`config.mk`:
```
export PLATFORM = sky130hd
export DESIGN_NAME = fwd_ctrl_unit
export DESIGN_NICKNAME = d
export VERILOG_FILES = /design/src/rtl/fwd_ctrl_unit.sv
export SDC_FILE = /design/constraint.sdc
export NUM_CORES = 1
export LEC_CHECK = 0
export CAP_MARGIN = 20
export CORE_ASPECT_RATIO = 1.1
export CORE_MARGIN = 4
export CORE_UTILIZATION = 25
export DETAILED_ROUTE_END_ITERATION = 8
export PLACE_DENSITY = 0.43
export SLEW_MARGIN = 20
export SYNTH_ARGS = -nofsm -noshare
export SYNTH_HDL_FRONTEND = slang
export SYNTH_SLANG_ARGS = --single-unit
```
`constraint.sdc`:
```
create_clock -name clk_i -period 4.1 [get_ports clk_i]
set_clock_uncertainty 0.2 [all_clocks]
set_input_delay 0.615 -clock clk_i [delete_from_list [all_inputs] [get_ports clk_i]]
set_output_delay 0.615 -clock clk_i [all_outputs]
set_load 0.02 [all_outputs]
```
`src/rtl/fwd_ctrl_unit.sv`:
```
// fwd_ctrl_unit: EX-stage operand forwarding selects and load-use stall detection.
// Define STALL_CNT_EN to add the saturating 16-bit stall-cycle counter on stall_cnt_o.
module fwd_ctrl_unit (
   input  logic        clk_i,
   input  logic        rst_i,
   input  logic        iss_valid_i,
   input  logic [4:0]  iss_rs_i,
   input  logic [4:0]  iss_rt_i,
   input  logic [4:0]  iss_rd_i,
   input  logic        iss_regwrite_i,
   input  logic        iss_memread_i,
   input  logic        flush_i,
   output logic [1:0]  fwdA_sel_o,
   output logic [1:0]  fwdB_sel_o,
   output logic        stall_o
`ifdef STALL_CNT_EN
   ,
   output logic [15:0] stall_cnt_o
`endif
);

   typedef enum logic [1:0] {
      SEL_RF     = 2'd0,
      SEL_EX_MEM = 2'd1,
      SEL_MEM_WB = 2'd2
   } fwd_sel_e;

   typedef struct packed {
      logic [4:0] rs;
      logic [4:0] rt;
      logic [4:0] rd;
      logic       we;
      logic       ld;
   } ex_stage_t;

   typedef struct packed {
      logic [4:0] rd;
      logic       we;
   } wr_stage_t;

   ex_stage_t ex_q;
   ex_stage_t ex_d;
   wr_stage_t mem_q;
   wr_stage_t wb_q;
   logic      load_use;

   // The younger writer (MEM) is checked first so the newest value wins; r0 is never forwarded.
   function automatic fwd_sel_e pick_src(input logic [4:0] src,
                                         input wr_stage_t  mem,
                                         input wr_stage_t  wb);
      if (mem.we && (mem.rd != 5'd0) && (mem.rd == src))
         return SEL_EX_MEM;
      else if (wb.we && (wb.rd != 5'd0) && (wb.rd == src))
         return SEL_MEM_WB;
      return SEL_RF;
   endfunction

   assign fwdA_sel_o = pick_src(ex_q.rs, mem_q, wb_q);
   assign fwdB_sel_o = pick_src(ex_q.rt, mem_q, wb_q);

   assign load_use = iss_valid_i && ex_q.ld && (ex_q.rd != 5'd0) &&
                     ((ex_q.rd == iss_rs_i) || (ex_q.rd == iss_rt_i));
   assign stall_o  = load_use;

   always_comb begin
      // NOTE: ex_d gets a full default first so every path assigns it and no latch is inferred.
      ex_d = '0;
      if (iss_valid_i && !load_use && !flush_i) begin
         ex_d.rs = iss_rs_i;
         ex_d.rt = iss_rt_i;
         ex_d.rd = iss_rd_i;
         ex_d.we = iss_regwrite_i;
         ex_d.ld = iss_memread_i;
      end
   end

   always_ff @(posedge clk_i or negedge rst_i) begin
      if (!rst_i) begin
         ex_q  <= '0;
         mem_q <= '0;
         wb_q  <= '0;
      end else begin
         // NOTE: non-blocking so every stage samples its pre-edge neighbour and the pipe shifts as one.
         ex_q  <= ex_d;
         mem_q <= '{rd: ex_q.rd, we: ex_q.we};
         wb_q  <= mem_q;
      end
   end

`ifdef STALL_CNT_EN
   logic [15:0] stall_cnt_q;

   always_ff @(posedge clk_i or negedge rst_i) begin
      if (!rst_i)
         stall_cnt_q <= '0;
      else if (load_use && (stall_cnt_q != 16'hFFFF))
         stall_cnt_q <= stall_cnt_q + 16'd1;
   end

   assign stall_cnt_o = stall_cnt_q;
`endif

endmodule

```
==> impl_metrics.env <==
export IMPL_grt_pass1_vias=1074
export IMPL_synth_nets=140
export IMPL_clock_path_buffers=2
export IMPL_drt_wirelength_per_cell_um=13.6
export IMPL_finalHoldViolCount=0
export IMPL_ant_nets=0
export IMPL_synth_top_area_share=0.539
export IMPL_powerDensity_nw_per_um2=348
export IMPL_slew_headroom=0.680
export IMPL_path_clk_slew_ns=0.07
export IMPL_yosysSeqAreaShare=0.539
export IMPL_netlist_top_cells_count="dfrtp_1, nand2_1, xnor2_1"
export IMPL_num_rows=27
export IMPL_numPortBuffers=25
export IMPL_ys_seq_elements=29
export IMPL_worstSetupPathType="reg -> out"
export IMPL_dp_cells=214
export IMPL_max_freq_mhz=306
export IMPL_setup_violations=0
export IMPL_antenna_found_initial=0
export IMPL_setup_tns_ns=0
export IMPL_fillers=523
export IMPL_drcViolationCount=0
export IMPL_startpoint_type="register"
export IMPL_cp_endpoint="fwdB_sel_o[1]"
export IMPL_arrival_ns=2.45
export IMPL_synthArstFlopShare=1.00
export IMPL_die_width_um=78.0
export IMPL_min_period_ns=3.27
export IMPL_die_area_sq_um=6620
export IMPL_n_antenna_cell=0
export IMPL_synthToLayoutAreaGrowth_pct=30.5
export IMPL_grt_max_degree=30
export IMPL_finalPower_mw=0.611
export IMPL_seq_area_sq_um=726
export IMPL_routed_wirelength_um=3010
export IMPL_syn_inst=119
export IMPL_slew_violations=0
export IMPL_root_buffer="clkbuf_8"
export IMPL_place_ws_ns=0.943
export IMPL_ir_drop_mv=0.136
export IMPL_grt_pass1_wl_um=5260
export IMPL_syn_avg_cell_area_sq_um=11.3
export IMPL_synth_distinct_cells=20
export IMPL_crit_path_end_kind="output port"
export IMPL_status="finished clean"
export IMPL_yosys_top_cells_area="dfrtp_1, xnor2_1, xor2_1"
export IMPL_drt_iter0_drc=18
export IMPL_grtUsageTotal=0.102
export IMPL_holdBufCountCts=0
export IMPL_final_nets=170
export IMPL_r2r_slack_ns=2.20
export IMPL_layout_drive_gt1_share=0.100
export IMPL_cts_made_buffers=5
export IMPL_vias=942
export IMPL_worstPathRequired_ns=3.28
export IMPL_vias_per_cell=4.24
export IMPL_die_h_um=85.0
export IMPL_critPathLaunch="mem_q[1]$_DFF_PN0_"
export IMPL_stdcell_count=222
export IMPL_p_leak_nw=0.782
export IMPL_tightest_slew_ns=0.479
export IMPL_grt_overflow=0
export IMPL_multi_input_area_sq_um=582
export IMPL_finalCritPeriodShare=0.797
export IMPL_io_pin_count=26
export IMPL_r2r_start="ex_q[2]$_DFF_PN0_"
export IMPL_synth_edf_count=0
export IMPL_htree_num_levels=2
export IMPL_min_path_type="reg -> reg"
export IMPL_cts_resized=0
export IMPL_path_max_fanout=4
export IMPL_yosysTopAreaCell="dfrtp_1"
export IMPL_numClockSinks=29
export IMPL_setup_slack_ns=0.832
export IMPL_drv_cap=0
export IMPL_hpwl_um=2350
export IMPL_rsz0062_at_grt="no"
export IMPL_yosysMostFrequentCell="dfrtp_1"
export IMPL_start_util=0.264
export IMPL_r2r_end="ex_q[11]$_DFF_PN0_"
export IMPL_yosysWarnings=0
export IMPL_cts_tree="yes"
export IMPL_ys_flop_type="dfrtp_1"
export IMPL_clkLatencyLatePin_ns=0.28
export IMPL_drt_first_pass_iters=4
export IMPL_worstRegToRegCells=4
export IMPL_syn_area_sq_um=1350
export IMPL_gp_congestion=0.725
export IMPL_core_area_sq_um=5100
export IMPL_postCtsSetupBuffers=0
## critical path: stages, from the launching register on
cell	delay, ns
dfrtp_1	0.43
or4_1	0.51
o21ai_1	0.19
nor4_1	0.11
nor4_1	0.28
clkdlybuf4s50_1	0.65
## final cells by class
class                   instances  share of cell area
clock buffers                   5              0.0392
clock inverters                 3             0.00997
multi-input cells              85               0.331
flip-flops and latches         29               0.413
well taps                      72              0.0513
repair buffers                 28               0.155
## routing by layer
| metal | share of wire | vias to the layer above | routed length, um | GRT usage |
|---|---|---|---|---|
| met5 | 0 | - | 0 | 0 |
| met4 | 0.016 | 0 | 48 | 0.0413 |
| met3 | 0.054 | 5 | 164 | 0.0340 |
| met2 | 0.48 | 27 | 1430 | 0.167 |
| met1 | 0.45 | 441 | 1370 | 0.123 |
| li1 | - | 469 | - | - |
## flip-flops by register name, indices dropped and copies added (netlist names)
register / count
ex_q: 17
wb_q: 6
mem_q: 6
## worst min path at each step
stage                           start            endpoint  slack (ns)  depth (start not counted)
finish              ex_q[1]$_DFF_PN0_  mem_q[0]$_DFF_PN0_        0.15                          0
global route        ex_q[1]$_DFF_PN0_  mem_q[0]$_DFF_PN0_        0.16                          0
CTS                 ex_q[1]$_DFF_PN0_  mem_q[0]$_DFF_PN0_        0.15                          0
detailed placement  ex_q[1]$_DFF_PN0_  mem_q[0]$_DFF_PN0_        0.14                          0
global placement    ex_q[1]$_DFF_PN0_  mem_q[0]$_DFF_PN0_        0.14                          0
floorplan                       rst_i   ex_q[0]$_DFF_PN0_        0.12                          0
## placed cells by master, fill, tap and decap left out, drive strengths merged
cell           synthesis  layout
clkinvlp               0       1
o21ai                  2       2
clkdlybuf4s50          0      25
or4                    4       4
xor2                  14      14
dfrtp                 29      29
nor2b                  1       1
nand3                  4       4
a21oi                  7       7
a211oi                10      10
nand2                 19      19
clkbuf                 2       5
and2                   1       1
buf                    3       3
clkinv                 0       2
xnor2                 16      16
or3                    1       1
o311a                  1       1
o22ai                  1       1
nor4                   4       4
## metrics by stage
step / cell area [sq um] / hold WS (ns) / util
final: 1760 / 0.150 / 0.344
after global routing: 1760 / 0.160 / 0.344
after CTS: 1760 / 0.151 / 0.344
after detailed placement: 1670 / 0.141 / 0.327
after global placement: 1670 / 0.144 / 0.327
after floorplan: 1350 / 0.119 / -
## power by group
part	internal, mW	total [mW]	leakage (nW)	switching (mW)
clock	0.117	0.228	0.0439	0.111
sequential	0.297	0.309	0.390	0.0119
combinational	0.0405	0.0746	0.348	0.0341
total	0.454	0.611	0.782	0.157
## logic make-up after synthesis
group / share of synthesized area
compound gates: 0.113
xor+xnor: 0.195
simple gates: 0.124
buf+inv: 0.0288
flops: 0.539
Note: power is estimated with default switching activity, not from simulation.
